--- src/rtl/muxn_rr_pkg.sv ---
// mux_pkg: mode encoding and default sizes shared by muxn_rr and its bench
package mux_pkg;
  localparam int DEF_WIDTH = 32;
  localparam int DEF_N = 4;
  typedef enum logic {MODE_SEL = 1'b0, MODE_RR = 1'b1} mode_e;
endpackage

--- src/rtl/muxn_rr_if.sv ---
// muxn_rr_if: channel inputs, select controls and registered output of muxn_rr
interface muxn_rr_if #(
  parameter int WIDTH = 32,
  parameter int N = 4
);
  logic                        mode;
  logic [$clog2(N)-1:0]        sel;
  logic [N-1:0]                in_valid;
  logic [N-1:0][WIDTH-1:0]     in_data;
  logic [N-1:0]                in_ready;
  logic                        out_valid;
  logic [WIDTH-1:0]            out_data;
  logic [$clog2(N)-1:0]        out_ch;
  logic                        out_ready;
  modport master (
    output mode, sel, in_valid, in_data, out_ready,
    input  in_ready, out_valid, out_data, out_ch
  );
  modport slave (
    input  mode, sel, in_valid, in_data, out_ready,
    output in_ready, out_valid, out_data, out_ch
  );
endinterface

--- src/rtl/muxn_rr_rr_arbiter.sv ---
// rr_arbiter: one-hot grant of the first requester above last, wrapping around
import mux_pkg::*;
module rr_arbiter #(
  parameter int N = DEF_N
) (
  input  logic [N-1:0]         req,
  input  logic [$clog2(N)-1:0] last,
  output logic [N-1:0]         grant
);
  localparam int IW = $clog2(N);
  logic [IW-1:0] idx;
  logic          found;
  // scan from last+1 upward, the search wraps so last itself is visited last
  always_comb begin
    grant = '0;
    found = 1'b0;
    idx = '0;
    for (int i = 1; i <= N; i++) begin
      idx = IW'((int'(last) + i) % N);
      if (!found && req[idx]) begin
        grant[idx] = 1'b1;
        found = 1'b1;
      end
    end
  end
endmodule

--- src/rtl/muxn_rr.sv ---
// muxn_rr: N-way registered mux, explicit select or round-robin (round-robin only with MUXN_RR_RR_EN)
import mux_pkg::*;
module muxn_rr #(
  parameter int WIDTH = DEF_WIDTH,
  parameter int N = DEF_N
) (
  input logic     clk,
  input logic     rst,
  muxn_rr_if.slave bus
);
  localparam int IW = $clog2(N);
  logic             load_en;
  logic [N-1:0]     sel_grant;
  logic [N-1:0]     grant;
  logic [IW-1:0]    gidx;
  logic             out_valid;
  logic [WIDTH-1:0] out_data;
  logic [IW-1:0]    out_ch;
  assign load_en = !out_valid || bus.out_ready;
  // explicit select: only an in-range, valid channel can be granted
  always_comb begin
    sel_grant = '0;
    for (int i = 0; i < N; i++) sel_grant[i] = bus.in_valid[i] && (bus.sel == IW'(i));
  end
`ifdef MUXN_RR_RR_EN
  logic [N-1:0]  rr_grant;
  logic [IW-1:0] last_grant;
  rr_arbiter #(.N(N)) u_arb (.req(bus.in_valid), .last(last_grant), .grant(rr_grant));
  assign grant = (bus.mode == MODE_RR) ? rr_grant : sel_grant;
  // priority pointer advances only on round-robin transfers
  always_ff @(posedge clk or posedge rst)
    if (rst) last_grant <= IW'(N - 1);
    else if (load_en && |grant && bus.mode == MODE_RR) last_grant <= gidx;
`else
  logic unused_mode;
  assign unused_mode = bus.mode;
  assign grant = sel_grant;
`endif
  // one-hot grant to channel index
  always_comb begin
    gidx = '0;
    for (int i = 0; i < N; i++) if (grant[i]) gidx = IW'(i);
  end
  assign bus.in_ready = (load_en && !rst) ? grant : '0;
  // single output register, reloads back-to-back whenever downstream accepts
  always_ff @(posedge clk or posedge rst)
    if (rst) begin
      out_valid <= 1'b0;
      out_data <= '0;
      out_ch <= '0;
    end else if (load_en) begin
      out_valid <= |grant;
      if (|grant) begin
        out_data <= bus.in_data[gidx];
        out_ch <= gidx;
      end
    end
  assign bus.out_valid = out_valid;
  assign bus.out_data = out_data;
  assign bus.out_ch = out_ch;
endmodule

--- src/flat_wrapper.sv ---
// flat-port wrapper written by rule: the top's interface ports become plain ports
module muxn_rr_flat 
#(
  parameter int WIDTH = DEF_WIDTH,
  parameter int N = DEF_N
)
  (clk, rst, bus_mode, bus_sel, bus_in_valid, bus_in_data, bus_out_ready, bus_in_ready, bus_out_valid, bus_out_data, bus_out_ch);
  muxn_rr_if #(.WIDTH(WIDTH), .N(N)) bus_i ();
  input logic clk;
  input logic rst;
  input wire logic [$bits(bus_i.mode)-1:0] bus_mode;
  input wire logic [$bits(bus_i.sel)-1:0] bus_sel;
  input wire logic [$bits(bus_i.in_valid)-1:0] bus_in_valid;
  input wire logic [$bits(bus_i.in_data)-1:0] bus_in_data;
  input wire logic [$bits(bus_i.out_ready)-1:0] bus_out_ready;
  output wire logic [$bits(bus_i.in_ready)-1:0] bus_in_ready;
  output wire logic [$bits(bus_i.out_valid)-1:0] bus_out_valid;
  output wire logic [$bits(bus_i.out_data)-1:0] bus_out_data;
  output wire logic [$bits(bus_i.out_ch)-1:0] bus_out_ch;
  assign bus_i.mode = bus_mode;
  assign bus_i.sel = bus_sel;
  assign bus_i.in_valid = bus_in_valid;
  assign bus_i.in_data = bus_in_data;
  assign bus_i.out_ready = bus_out_ready;
  assign bus_in_ready = bus_i.in_ready;
  assign bus_out_valid = bus_i.out_valid;
  assign bus_out_data = bus_i.out_data;
  assign bus_out_ch = bus_i.out_ch;
  muxn_rr #(.WIDTH(WIDTH), .N(N)) u_core (.clk(clk), .rst(rst), .bus(bus_i));
endmodule
--- config.mk ---
export PLATFORM = sky130hd
export DESIGN_NAME = muxn_rr_flat
export DESIGN_NICKNAME = d
export VERILOG_FILES = /design/src/rtl/muxn_rr_pkg.sv /design/src/rtl/muxn_rr_if.sv /design/src/rtl/muxn_rr_rr_arbiter.sv /design/src/rtl/muxn_rr.sv /design/src/flat_wrapper.sv
export SDC_FILE = /design/constraint.sdc
export NUM_CORES = 1
export LEC_CHECK = 0
export CORE_MARGIN = 2
export CORE_UTILIZATION = 32
export CTS_CLUSTER_DIAMETER = 200
export DETAILED_ROUTE_END_ITERATION = 12
export PLACE_DENSITY_LB_ADDON = 0.12
export SYNTH_ARGS = -nofsm -noshare
export SYNTH_HDL_FRONTEND = slang
export SYNTH_SLANG_ARGS = --single-unit
export TNS_END_PERCENT = 50
--- constraint.sdc ---
create_clock -name clk -period 3.1 [get_ports clk]
set_clock_uncertainty 0.05 [all_clocks]
set_input_delay 0.93 -clock clk [delete_from_list [all_inputs] [get_ports clk]]
set_output_delay 0.93 -clock clk [all_outputs]
set_load 0.05 [all_outputs]
==> impl_summary.md <==
Route
The post-route antenna net violation count is 0. Dividing the detail-routed wire length by the instance count gives 15.7 µm. The detailed router placed 2855 vias in this run. The routed via count divided by cell count is 5.25.

Summed over all layers, the routed wires come to 8.57 mm. In this run, the number of DRC markers left after iteration 0 of detailed routing was approximately 130. For this run, the detailed router's first-pass iteration total came to 4. The number of remaining DRC errors is 0.

Finish
The most frequent standard cell in the layout excluding fill and tap cells is sky130_fd_sc_hd__clkdlybuf4s50_1. The library cells used most frequently in the layout, excluding fill and tap cells, are 170 x sky130_fd_sc_hd__clkdlybuf4s50_1, 35 x sky130_fd_sc_hd__dfrtp_1, 33 x sky130_fd_sc_hd__and3_1. Excluding fillers, the count of instances in the completed layout stands at 544. After the last flow step, the layout net total stands at 584.

The repair_antennas step left the layout with diodes totalling 0. Measured on the finished design, the core utilization comes to 0.597. The area growth from synthesis to layout is 79.0%.

The fraction of layout cells with a size suffix above 1 is 0.0809.

Power
Internal power comes to roughly 1.2 mW. For this design the ratio of total power to cell area is 468 nW/µm². The share of total power dissipated in combinational logic is 0.545.

Of the total power, registers draw 0.305. In this run the static leakage power is approximately 1.7 nW. The peak supply drop is 222 µV.

The switching component of the power is ~0.86 mW. The switching share of power is 0.422. The clock group share of total power is 0.150.

Logic synthesis
After technology mapping, the gate count stands at approximately 290. The Yosys step of the flow raised 0 warnings. The share of the Yosys chip area taken by registers is 0.360. The area of the mapped netlist is 2430 µm². Counting flops and latches in the post-synthesis netlist gives 35. The total nets after synthesis is 423.

The number of different library cells used by synthesis comes to 24. Dividing the synthesized area by the synthesized cell count gives 8.54 µm².

Die
The number of placement rows is 31. The area of the die is 8320 µm². The area of the core is 7290 µm². ~180 I/O pins were placed.

From bottom edge to top edge, the die measures 91.2 µm. The initial cell density of the core is 0.334. The floorplan step set the die width to 91.2 µm.

Worst setup path
The worst register-to-register path begins at u_core.bus.out_valid. The type of element capturing the critical path is an output pin. The critical path startpoint category is an input pin.

Of all nets on the critical path, the largest fanout is 5. The path depth of the worst reg2reg path is 6. The endpoint arrival time on the critical path is 2.07 ns. The worst reg2reg path endpoint is u_core.bus.out_data[8]. The flop-to-flop setup slack is 1.51 ns. The required time of the critical path is about 2.1 ns. The worst setup path is of the in2out kind.

Worst hold path
Counting instances, the worst hold path has a depth of 1. The startpoint identified for the worst hold timing path is u_core.bus.out_ch[1]. The type of the tightest min-delay check is reg2reg. The worst hold path terminates at u_core.bus.out_ch[1].

CTS
The TritonCTS sink count is 35. The clock latency of the later-clocked register in the worst-skew pair is 0.28 ns. The number of CTS-inserted buffers is 5. The clock passes through at most 2 buffers. The clock tree from TritonCTS is yes. The clock root buffer is sky130_fd_sc_hd__clkbuf_8.

After clock tree synthesis, the clock-pin slew on the worst setup and hold paths is approximately 0.070 ns. The H-tree was split into 2 levels.

Global route
Entering global routing, the biggest net connects between 40 and 50 pins. The global-route wire length before repair is 13.5 mm. For this run, the total global-route usage over all layers was measured as 0.200.

The via count of the first global-routing pass is 2702. For this run the aggregate overflow at the end of global routing stands at 0. The number of antenna violations at the first check in global routing is 0.

STA
The number of failing hold endpoints at the final stage is 0. Measured against its own limit, the worst slew margin works out to 0.637. Setup slack closes at roughly 0.046 ns.

The time the worst path needs with I/O delays and setup is 3.05 ns. At the pin with the least slew margin, the transition time is 0.543 ns. Setup repair after global routing left no endpoint under its margin.

Dividing the final minimum period by the clock period gives 0.985. The count of final max-slew check failures was 0. Static timing analysis puts the maximum clock frequency at 0.327 GHz. Setup violations remaining at the end of the flow were counted as 0. The final hold slack is roughly 0.46 ns.

Placement
The worst setup timing slack at the placement stage is -0.0103 ns. Input and output buffers added on the ports amount to 175. The placer congestion estimate is approximately 0.74. The HPWL reported at the end of detailed placement is 6.47 mm. Once placement completed, the tool counted placed cells totaling 538.

Flow run
The max-cap violation count is 0.

Run status
The run finished with clean final reports.
==> worst max-delay path by stage <==
| stage | from | to | slack, ns | cells after the start |
|---|---|---|---|---|
| final | bus_sel[1] | bus_in_ready[2] | 0.05 | 5 |
| after global routing | bus_out_ready | bus_in_ready[0] | 0.01 | 5 |
| after CTS | bus_out_ready | bus_in_ready[0] | 0.004 | 5 |
| after detailed placement | bus_out_ready | bus_in_ready[0] | -0.01 | 5 |
| after global placement | bus_out_ready | bus_in_ready[0] | 0.04 | 5 |
| after floorplan | rst | bus_in_ready[2] | -0.10 | 3 |
==> flip-flops by register name (all words and copies together), names as in the netlist <==
signal / cells
u_core.bus.out_data: 32
u_core.bus.out_valid: 1
u_core.bus.out_ch: 2
==> cells in the mapped netlist <==
master / number / area, µm²
sky130_fd_sc_hd__nand2b_1: 2 / 12.5
sky130_fd_sc_hd__nand2_2: 1 / 6.26
sky130_fd_sc_hd__and2_4: 1 / 8.76
sky130_fd_sc_hd__o21ai_1: 26 / 130
sky130_fd_sc_hd__clkbuf_1: 20 / 75.1
sky130_fd_sc_hd__and3_1: 33 / 206
sky130_fd_sc_hd__a21boi_0: 32 / 240
sky130_fd_sc_hd__nand2_1: 3 / 11.3
sky130_fd_sc_hd__nor2_1: 33 / 124
sky130_fd_sc_hd__buf_2: 10 / 50.1
sky130_fd_sc_hd__and3b_1: 1 / 8.76
sky130_fd_sc_hd__a31oi_1: 32 / 200
sky130_fd_sc_hd__nor4b_1: 1 / 8.76
sky130_fd_sc_hd__dfrtp_1: 35 / 876
sky130_fd_sc_hd__o21ai_0: 7 / 35.0
sky130_fd_sc_hd__nand3_1: 2 / 10.0
sky130_fd_sc_hd__mux2_4: 2 / 30.0
sky130_fd_sc_hd__buf_6: 6 / 67.6
sky130_fd_sc_hd__nor3_1: 1 / 5.00
sky130_fd_sc_hd__o221ai_1: 32 / 280
sky130_fd_sc_hd__mux2_2: 1 / 11.3
sky130_fd_sc_hd__inv_1: 2 / 7.51
sky130_fd_sc_hd__mux4_2: 1 / 22.5
sky130_fd_sc_hd__and2_1: 1 / 6.26
==> worst max-delay path, stage by stage <==
cell	delay, ns
sky130_fd_sc_hd__clkdlybuf4s50_1	0.53
sky130_fd_sc_hd__buf_4	0.18
sky130_fd_sc_hd__nand2_1	0.07
sky130_fd_sc_hd__nor3_2	0.15
sky130_fd_sc_hd__buf_4	0.22
==> power by group through the flow <==
stage                     clock network [mW]  registers, mW  logic, mW
after floorplan                            0           1.01      0.275
after global placement                     0          0.622       1.11
after detailed placement                   0          0.630       1.12
after CTS                              0.316          0.622       1.12
after global routing                   0.329          0.635       1.18
final                                  0.306          0.621       1.11
==> repair_timing <==
item	CTS	global route
hold buffers	0	0
endpoints found under the setup margin	1	1
gates resized for setup	1	1
setup buffers	0	0
==> cell families after synthesis <==
family | Yosys count | synth area share
mux | 4 | 0.0262
flops | 35 | 0.360
simple gates | 79 | 0.168
compound gates | 129 | 0.364
buf+inv | 38 | 0.0823
==> metrics by stage <==
stage / area (µm²) / total power, mW / TNS (ns)
4_1_cts: 4350 / 2.06 / 0
5_1_grt: 4360 / 2.14 / 0
6_report: 4360 / 2.04 / 0
2_1_floorplan: 2460 / 1.28 / -0.351
3_3_place_gp: 4280 / 1.73 / 0
3_5_place_dp: 4280 / 1.75 / -0.0103
==> routing by layer <==
layer	vias to the layer above	GRT usage	wire length (µm)
li1	1414	-	-
met1	1331	0.234	3490
met2	103	0.360	4360
met3	7	0.0598	640
met4	0	0.0429	72
met5	-	0	0
==> area by class of cell <==
type / count / area (µm²)
clock buffer: 6 / 72.6
fill: 677 / 2940
inverter: 2 / 11.3
sequential: 35 / 876
multi-input combinational: 212 / 1380
timing repair buffer: 190 / 1890
tap: 99 / 124
(Power assumes the default switching activity.)
